<file path="src/rtl/sd_pkg.sv">
// Shared SD-bus definitions: CRC7 polynomial, frame sizes and the
// command transmitter state type.
package sd_pkg;

    localparam logic [6:0]  CRC7_POLY           = 7'h09;
    localparam int unsigned SD_CMD_FRAME_BITS   = 48;
    localparam int unsigned SD_CMD_PAYLOAD_BITS = 40;

    typedef enum logic [2:0] {
        ST_IDLE,
        ST_WAIT,
        ST_SHIFT,
        ST_CRC,
        ST_END,
        ST_GAP
    } sd_cmd_state_t;

endpackage

</file>
<file path="src/rtl/sd_cmd_tx_if.sv">
// Command request channel between the host command controller and the
// SD command transmitter.
interface sd_cmd_tx_if;

    logic        req_valid;
    logic        req_ready;
    logic [5:0]  req_index;
    logic [31:0] req_arg;
    logic        busy;
    logic        done;

    modport master (
        output req_valid, req_index, req_arg,
        input  req_ready, busy, done
    );

    modport slave (
        input  req_valid, req_index, req_arg,
        output req_ready, busy, done
    );

endinterface

</file>
<file path="src/rtl/sd_crc7.sv">
// Serial CRC7 (x^7 + x^3 + 1), one bit per enabled clock, MSB first.
// Shared by the command transmitter and the response receiver.
module sd_crc7
    import sd_pkg::*;
(
    input  logic       clk,
    input  logic       rst,
    input  logic       clr,
    input  logic       en,
    input  logic       bit_in,
    output logic [6:0] crc
);

    logic fb;

    assign fb = bit_in ^ crc[6];

    // CRC register: clear has priority over a data bit
    always_ff @(posedge clk or posedge rst) begin
        if (rst) begin
            crc <= '0;
        end else if (clr) begin
            crc <= '0;
        end else if (en) begin
            crc <= {crc[5:0], 1'b0} ^ (fb ? CRC7_POLY : 7'h00);
        end
    end

endmodule

</file>
<file path="src/rtl/sd_cmd_tx.sv">
// SD command line transmitter: serialises {start, transmit, index, arg,
// CRC7, end} onto CMD and generates a continuous SD clock.
// Optional macro SD_CMD_GAP_EN appends GAP_BITS idle-high driven bits
// after the end bit before the block reports done.
module sd_cmd_tx
    import sd_pkg::*;
#(
    parameter int unsigned CLK_DIV  = 4,
    parameter int unsigned GAP_BITS = 8
) (
    input  logic        clk,
    input  logic        rst,
    sd_cmd_tx_if.slave  req,
    output logic        sd_clk,
    output logic        sd_cmd_out,
    output logic        sd_cmd_oe
);

`ifdef SD_CMD_GAP_EN
    localparam bit GAP_EN = 1'b1;
`else
    localparam bit GAP_EN = 1'b0;
`endif

    localparam int unsigned DW       = (CLK_DIV > 2) ? $clog2(CLK_DIV) : 1;
    localparam logic [DW-1:0] DIV_LAST = DW'(CLK_DIV - 1);
    localparam logic [DW-1:0] DIV_HALF = DW'(CLK_DIV / 2);
    localparam logic [5:0] PAY_LAST  = 6'(SD_CMD_PAYLOAD_BITS - 1);
    localparam logic [5:0] GAP_LAST  = 6'(GAP_BITS - 1);

    sd_cmd_state_t state, state_n;

    logic [DW-1:0]                    div_cnt;
    logic                             tick;
    logic [5:0]                       bit_cnt, bit_cnt_n;
    logic [SD_CMD_PAYLOAD_BITS-1:0]   shreg, shreg_n;
    logic                             out_n, oe_n;
    logic                             accept;
    logic                             crc_clr, crc_en;
    logic [6:0]                       crc;
    logic                             done_c;

    assign tick          = (div_cnt == DIV_LAST);
    assign sd_clk        = (div_cnt >= DIV_HALF);
    assign req.req_ready = (state == ST_IDLE);
    assign req.busy      = (state != ST_IDLE);
    assign req.done      = done_c;
    assign accept        = req.req_valid && req.req_ready;

    // Free-running SD bit divider; tick marks the sd_clk falling edge
    always_ff @(posedge clk or posedge rst) begin
        if (rst) begin
            div_cnt <= '0;
        end else begin
            div_cnt <= tick ? '0 : div_cnt + 1'b1;
        end
    end

    // FSM state, payload shifter and CMD line registers
    always_ff @(posedge clk or posedge rst) begin
        if (rst) begin
            state      <= ST_IDLE;
            bit_cnt    <= '0;
            shreg      <= '0;
            sd_cmd_out <= 1'b1;
            sd_cmd_oe  <= 1'b0;
        end else begin
            state      <= state_n;
            bit_cnt    <= bit_cnt_n;
            shreg      <= shreg_n;
            sd_cmd_out <= out_n;
            sd_cmd_oe  <= oe_n;
        end
    end

    // Next state and line values; the line only moves on ticks.
    // bit_cnt holds the bits still to be driven after the current one.
    always_comb begin
        state_n   = state;
        bit_cnt_n = bit_cnt;
        shreg_n   = shreg;
        out_n     = sd_cmd_out;
        oe_n      = sd_cmd_oe;
        crc_clr   = 1'b0;
        crc_en    = 1'b0;
        done_c    = 1'b0;
        case (state)
            ST_IDLE: begin
                if (accept) begin
                    state_n = ST_WAIT;
                    shreg_n = {2'b01, req.req_index, req.req_arg};
                    crc_clr = 1'b1;
                end
            end
            ST_WAIT: begin
                if (tick) begin
                    out_n     = shreg[SD_CMD_PAYLOAD_BITS-1];
                    oe_n      = 1'b1;
                    shreg_n   = {shreg[SD_CMD_PAYLOAD_BITS-2:0], 1'b0};
                    crc_en    = 1'b1;
                    bit_cnt_n = PAY_LAST;
                    state_n   = ST_SHIFT;
                end
            end
            ST_SHIFT: begin
                if (tick) begin
                    if (bit_cnt != '0) begin
                        out_n     = shreg[SD_CMD_PAYLOAD_BITS-1];
                        shreg_n   = {shreg[SD_CMD_PAYLOAD_BITS-2:0], 1'b0};
                        crc_en    = 1'b1;
                        bit_cnt_n = bit_cnt - 1'b1;
                    end else begin
                        // CRC register already holds all 40 payload bits here
                        out_n     = crc[6];
                        bit_cnt_n = 6'd6;
                        state_n   = ST_CRC;
                    end
                end
            end
            ST_CRC: begin
                if (tick) begin
                    if (bit_cnt != '0) begin
                        out_n     = crc[bit_cnt[2:0] - 3'd1];
                        bit_cnt_n = bit_cnt - 1'b1;
                    end else begin
                        out_n   = 1'b1;
                        state_n = ST_END;
                    end
                end
            end
            ST_END: begin
                if (tick) begin
                    out_n = 1'b1;
                    if (GAP_EN) begin
                        bit_cnt_n = GAP_LAST;
                        state_n   = ST_GAP;
                    end else begin
                        oe_n    = 1'b0;
                        done_c  = 1'b1;
                        state_n = ST_IDLE;
                    end
                end
            end
            ST_GAP: begin
                if (tick) begin
                    out_n = 1'b1;
                    if (bit_cnt != '0) begin
                        bit_cnt_n = bit_cnt - 1'b1;
                    end else begin
                        oe_n    = 1'b0;
                        done_c  = 1'b1;
                        state_n = ST_IDLE;
                    end
                end
            end
            default: begin
                state_n = ST_IDLE;
                oe_n    = 1'b0;
                out_n   = 1'b1;
            end
        endcase
    end

    sd_crc7 u_crc7 (
        .clk    (clk),
        .rst    (rst),
        .clr    (crc_clr),
        .en     (crc_en),
        .bit_in (shreg[SD_CMD_PAYLOAD_BITS-1]),
        .crc    (crc)
    );

endmodule
</file>
<file path="src/flat_wrapper.sv">
// flat-port wrapper written by rule: the top's interface ports become plain ports
module sd_cmd_tx_flat import sd_pkg::*;
#(
    parameter int unsigned CLK_DIV  = 4,
    parameter int unsigned GAP_BITS = 8
)
  (clk, rst, sd_clk, sd_cmd_out, sd_cmd_oe, req_req_valid, req_req_index, req_req_arg, req_req_ready, req_busy, req_done);
  sd_cmd_tx_if req_i ();
  input  logic clk;
  input  logic rst;
  output logic sd_clk;
  output logic sd_cmd_out;
  output logic sd_cmd_oe;
  input wire logic [$bits(req_i.req_valid)-1:0] req_req_valid;
  input wire logic [$bits(req_i.req_index)-1:0] req_req_index;
  input wire logic [$bits(req_i.req_arg)-1:0] req_req_arg;
  output wire logic [$bits(req_i.req_ready)-1:0] req_req_ready;
  output wire logic [$bits(req_i.busy)-1:0] req_busy;
  output wire logic [$bits(req_i.done)-1:0] req_done;
  assign req_i.req_valid = req_req_valid;
  assign req_i.req_index = req_req_index;
  assign req_i.req_arg = req_req_arg;
  assign req_req_ready = req_i.req_ready;
  assign req_busy = req_i.busy;
  assign req_done = req_i.done;
  sd_cmd_tx #(.CLK_DIV(CLK_DIV), .GAP_BITS(GAP_BITS)) u_core (.clk(clk), .rst(rst), .req(req_i), .sd_clk(sd_clk), .sd_cmd_out(sd_cmd_out), .sd_cmd_oe(sd_cmd_oe));
endmodule
</file>
<file path="config.mk">
export PLATFORM = sky130hd
export DESIGN_NAME = sd_cmd_tx_flat
export DESIGN_NICKNAME = d
export VERILOG_FILES = /design/src/rtl/sd_pkg.sv /design/src/rtl/sd_cmd_tx_if.sv /design/src/rtl/sd_crc7.sv /design/src/rtl/sd_cmd_tx.sv /design/src/flat_wrapper.sv
export SDC_FILE = /design/constraint.sdc
export NUM_CORES = 1
export LEC_CHECK = 0
export ABC_CLOCK_PERIOD_IN_PS = 3600
export CAP_MARGIN = 20
export CORE_ASPECT_RATIO = 1.2
export CORE_UTILIZATION = 60
export CTS_CLUSTER_DIAMETER = 200
export CTS_CLUSTER_SIZE = 40
export DETAILED_ROUTE_END_ITERATION = 6
export PLACE_DENSITY = 0.86
export SYNTH_ARGS = -nofsm -noshare
export SYNTH_HDL_FRONTEND = slang
export SYNTH_HIERARCHICAL = 1
export SYNTH_SLANG_ARGS = --single-unit
</file>
<file path="constraint.sdc">
create_clock -name clk -period 3.6 [get_ports clk]
set_input_delay 0.72 -clock clk [delete_from_list [all_inputs] [get_ports clk]]
set_output_delay 0.72 -clock clk [all_outputs]
set_load 0.005 [all_outputs]
</file>
==> impl_metrics.py <==
metrics = {
    "outcome": {
        "status": "completed",
    },
    "global_routing": {
        "grt.total_usage_pct": 26.9,
        "grt_pass1_vias": 2540,
        "grt_max_degree": 41,
        "overflow": 0,
        "grt_pass1_wl_mm": 12.5,
        "antenna_found_initial": 0,
    },
    "die": {
        "die_y_um": 85.7,
        "ioPinCount": 47,
        "die_w_um": 71.8,
        "row_count": 30,
        "core_area_mm2": 0.00563,
        "start_util_pct": 62.3,
        "die-area_mm2": 0.00615,
    },
    "layout": {
        "syn_to_final_growth_pct": 20.1,
        "drive_gt1_share_pct": 31.7,
        "fillers": 368,
        "multi_input_area_mm2": 0.00185,
        "regArea_mm2": 0.00150,
        "antenna_cells": 0,
        "nNetsFinal": 377,
        "fin_util_pct": 74.8,
    },
    "timing": {
        "max-slew-margin-rel_pct": 38.8,
        "finalHoldViolCount": 0,
        "period_needed_ns": 3.38,
        "finalSetupTns_ns": 0,
        "max_freq_ghz": 0.296,
        "finalSetupViolations": 0,
        "final_max_slew_viol_count": 0,
        "hold_slack_ns": 0.463,
        "grt_setup_unrepaired": "no",
        "fin_skew_ns": 0.00800,
        "worst_pin_slew_ns": 0.911,
        "fin_crit_sh_pct": 93.8,
    },
    "synth": {
        "synth_area_mm2": 0.00351,
        "seq_area_frac_synth_pct": 42.9,
        "synth_seq_cells": 60,
        "yosys.area.top_type": "dfrtp_1",
        "synth.top_cells.by_area": "dfrtp_1 42%, mux2_4 16%, mux2_2 12%",
        "syn_inst": 290,
        "synth-main-ff-cell": "dfrtp_1",
        "synth_edf_count": 0,
        "synth_cell_types": 52,
        "synth_top_cell_area_share_pct": 42.1,
        "yosysWarnings": 6,
        "synthesis.nets": 334,
        "postSynthAreaPerCell_um2": 12.1,
        "async_flop_share_pct": 100,
    },
    "clock_network": {
        "cts_inserted_buffers": 9,
        "cts_tree": "built",
        "htree_levels": 3,
        "cts_setup_buffers": 0,
        "ctsHoldBuffers": 0,
        "path_clk_slew_ns": 0.07,
        "post_cts_resized": 0,
        "numClockSinks": 60,
        "clk_latency_ns": 0.35,
        "cts_root_buf": "clkbuf_8",
        "cts_max_path_buffers": 2,
    },
    "route": {
        "drt-total-wl_mm": 7.31,
        "drtAntennaViolNets": 0,
        "wire_per_inst_um": 18.2,
        "drt_iter0_markers": 191,
        "route.vias.total": 2417,
        "drc": 0,
        "vias_per_cell": 6.01,
        "firstDrtPassIters": 4,
    },
    "hold_path": {
        "hp-class": "reg2reg",
    },
    "pwr": {
        "p_leak_nw": 1.70,
        "p_per_area_mw_per_mm2": 702,
        "p_total_mw": 2.96,
        "ir_drop_v": 0.000452,
    },
    "placement": {
        "port_buffers": 46,
        "gp_congestion": 0.859,
        "dp_hpwl_mm": 4.59,
    },
    "critical_path": {
        "path_max_fanout": 9,
        "crit_required_ns": 2.88,
        "start_kind": "flip-flop",
        "end_kind": "output pin",
        "crit_type": "reg2out",
        "worstPathArrival_ns": 2.66,
    },
    "run": {
        "drv_cap": 0,
    },
}
layout by cell type (no fill, tap or decap), types with 3 or more instances in the layout:
master	netlist	layout
buf_4	2	3
nor3_1	5	5
dfrtp_1	59	59
a21oi_1	7	7
and2_1	5	5
nor2_1	20	20
mux2_2	37	37
nand2b_1	5	5
nor2b_1	5	5
o21ai_0	12	12
nand2_1	10	10
inv_1	10	9
ha_1	3	3
mux2_4	38	38
clkdlybuf4s50_1	0	46
clkbuf_8	0	12
o31ai_1	4	4
mux2i_1	7	7
critical path, cell delays in order (launching register included):
cell	delay [ns]
dfrtp_1	0.46
inv_1	0.14
ha_1	0.34
nand2b_1	0.26
o21ai_0	0.31
nand2_1	0.11
nor3_1	0.17
clkdlybuf4s50_1	0.53
cell usage after synthesis, types with 3 or more instances:
| cell type | count |
|---|---|
| dfrtp_1 | 59 |
| mux2_4 | 38 |
| mux2_2 | 37 |
| nor2_1 | 20 |
| o21ai_0 | 12 |
| inv_1 | 10 |
| nand2_1 | 10 |
| a21oi_1 | 7 |
| mux2i_1 | 7 |
| buf_2 | 6 |
| and2_1 | 5 |
| buf_6 | 5 |
| clkbuf_1 | 5 |
| nand2b_1 | 5 |
| nor2b_1 | 5 |
| nor3_1 | 5 |
| o31ai_1 | 4 |
| ha_1 | 3 |
logic make-up after synthesis:
logic type	share of synthesized area, %
AOI/OAI and AO/OA	10.5
xor gates and xnor gates	0.500
adders and majority gates	1.07
buffers and inverters	4.50
DFF	42.9
muxes	30.8
and+or+nand+nor	9.78
power breakdown:
group | switching (mW) | internal (mW) | leakage, nW
Sequential | 0.239 | 0.981 | 0.704
Combinational | 0.397 | 0.625 | 0.876
Clock | 0.270 | 0.444 | 0.122
path summary, 6_finish.rpt:
check,from,endpoint,slack (ns),cells past startpoint
worst min register to register,u_core/div_cnt[0]$_DFF_PP0_,u_core/div_cnt[0]$_DFF_PP0_,0.46,1
worst min-delay path,u_core/div_cnt[0]$_DFF_PP0_,u_core/div_cnt[0]$_DFF_PP0_,0.46,1
max in group asynchronous,rst,u_core/shreg[30]$_DFFE_PP0P_,2.24,3
min in group asynchronous,rst,u_core/u_crc7/crc[4]$_DFFE_PP0P_,0.66,2
worst max-delay path,u_core/bit_cnt[0]$_DFFE_PP0P_,req_done,0.22,7
worst max register to register,u_core/bit_cnt[0]$_DFFE_PP0P_,u_core/u_crc7/crc[2]$_DFFE_PP0P_,1.10,8
sequential cells by signal, indices dropped and copies added, names as in the netlist:
signal and count:
u_core/shreg 40, u_core/u_crc7/crc 7, u_core/div_cnt 2, u_core/bit_cnt 6, u_core/sd_cmd_out 1, u_core/state 3, u_core/sd_cmd_oe 1
cell type report:
| class | instances | share of cell area [%] |
|---|---|---|
| timing repair buffer | 50 | 11.9 |
| inverter | 10 | 0.891 |
| clock inverter | 4 | 1.66 |
| multi-input combinational | 202 | 44.0 |
| sequential | 60 | 35.7 |
| tap | 64 | 1.90 |
| clock buffer | 12 | 3.92 |
routing by layer:
layer | vias up | GRT usage (%) | wire length [µm] | share of wire, %
li1 | 1137 | - | - | -
met1 | 1201 | 34.6 | 3160 | 43
met2 | 67 | 43.5 | 3730 | 51
met3 | 12 | 5.99 | 280 | 3.8
met4 | 0 | 12.3 | 139 | 1.9
met5 | - | 0 | 0 | 0
stage by stage:
| step | worst slack (ns) | cell area, µm² | cells |
|---|---|---|---|
| after global placement | 0.684 | 3980 | 386 |
| after global routing | 0.0393 | 4210 | 402 |
| after CTS | 0.242 | 4210 | 402 |
| after detailed placement | 0.634 | 3980 | 386 |
| after floorplan | 1.27 | 3510 | 290 |
| final | 0.222 | 4210 | 402 |
No activity file was read; power rests on OpenSTA's default activity.
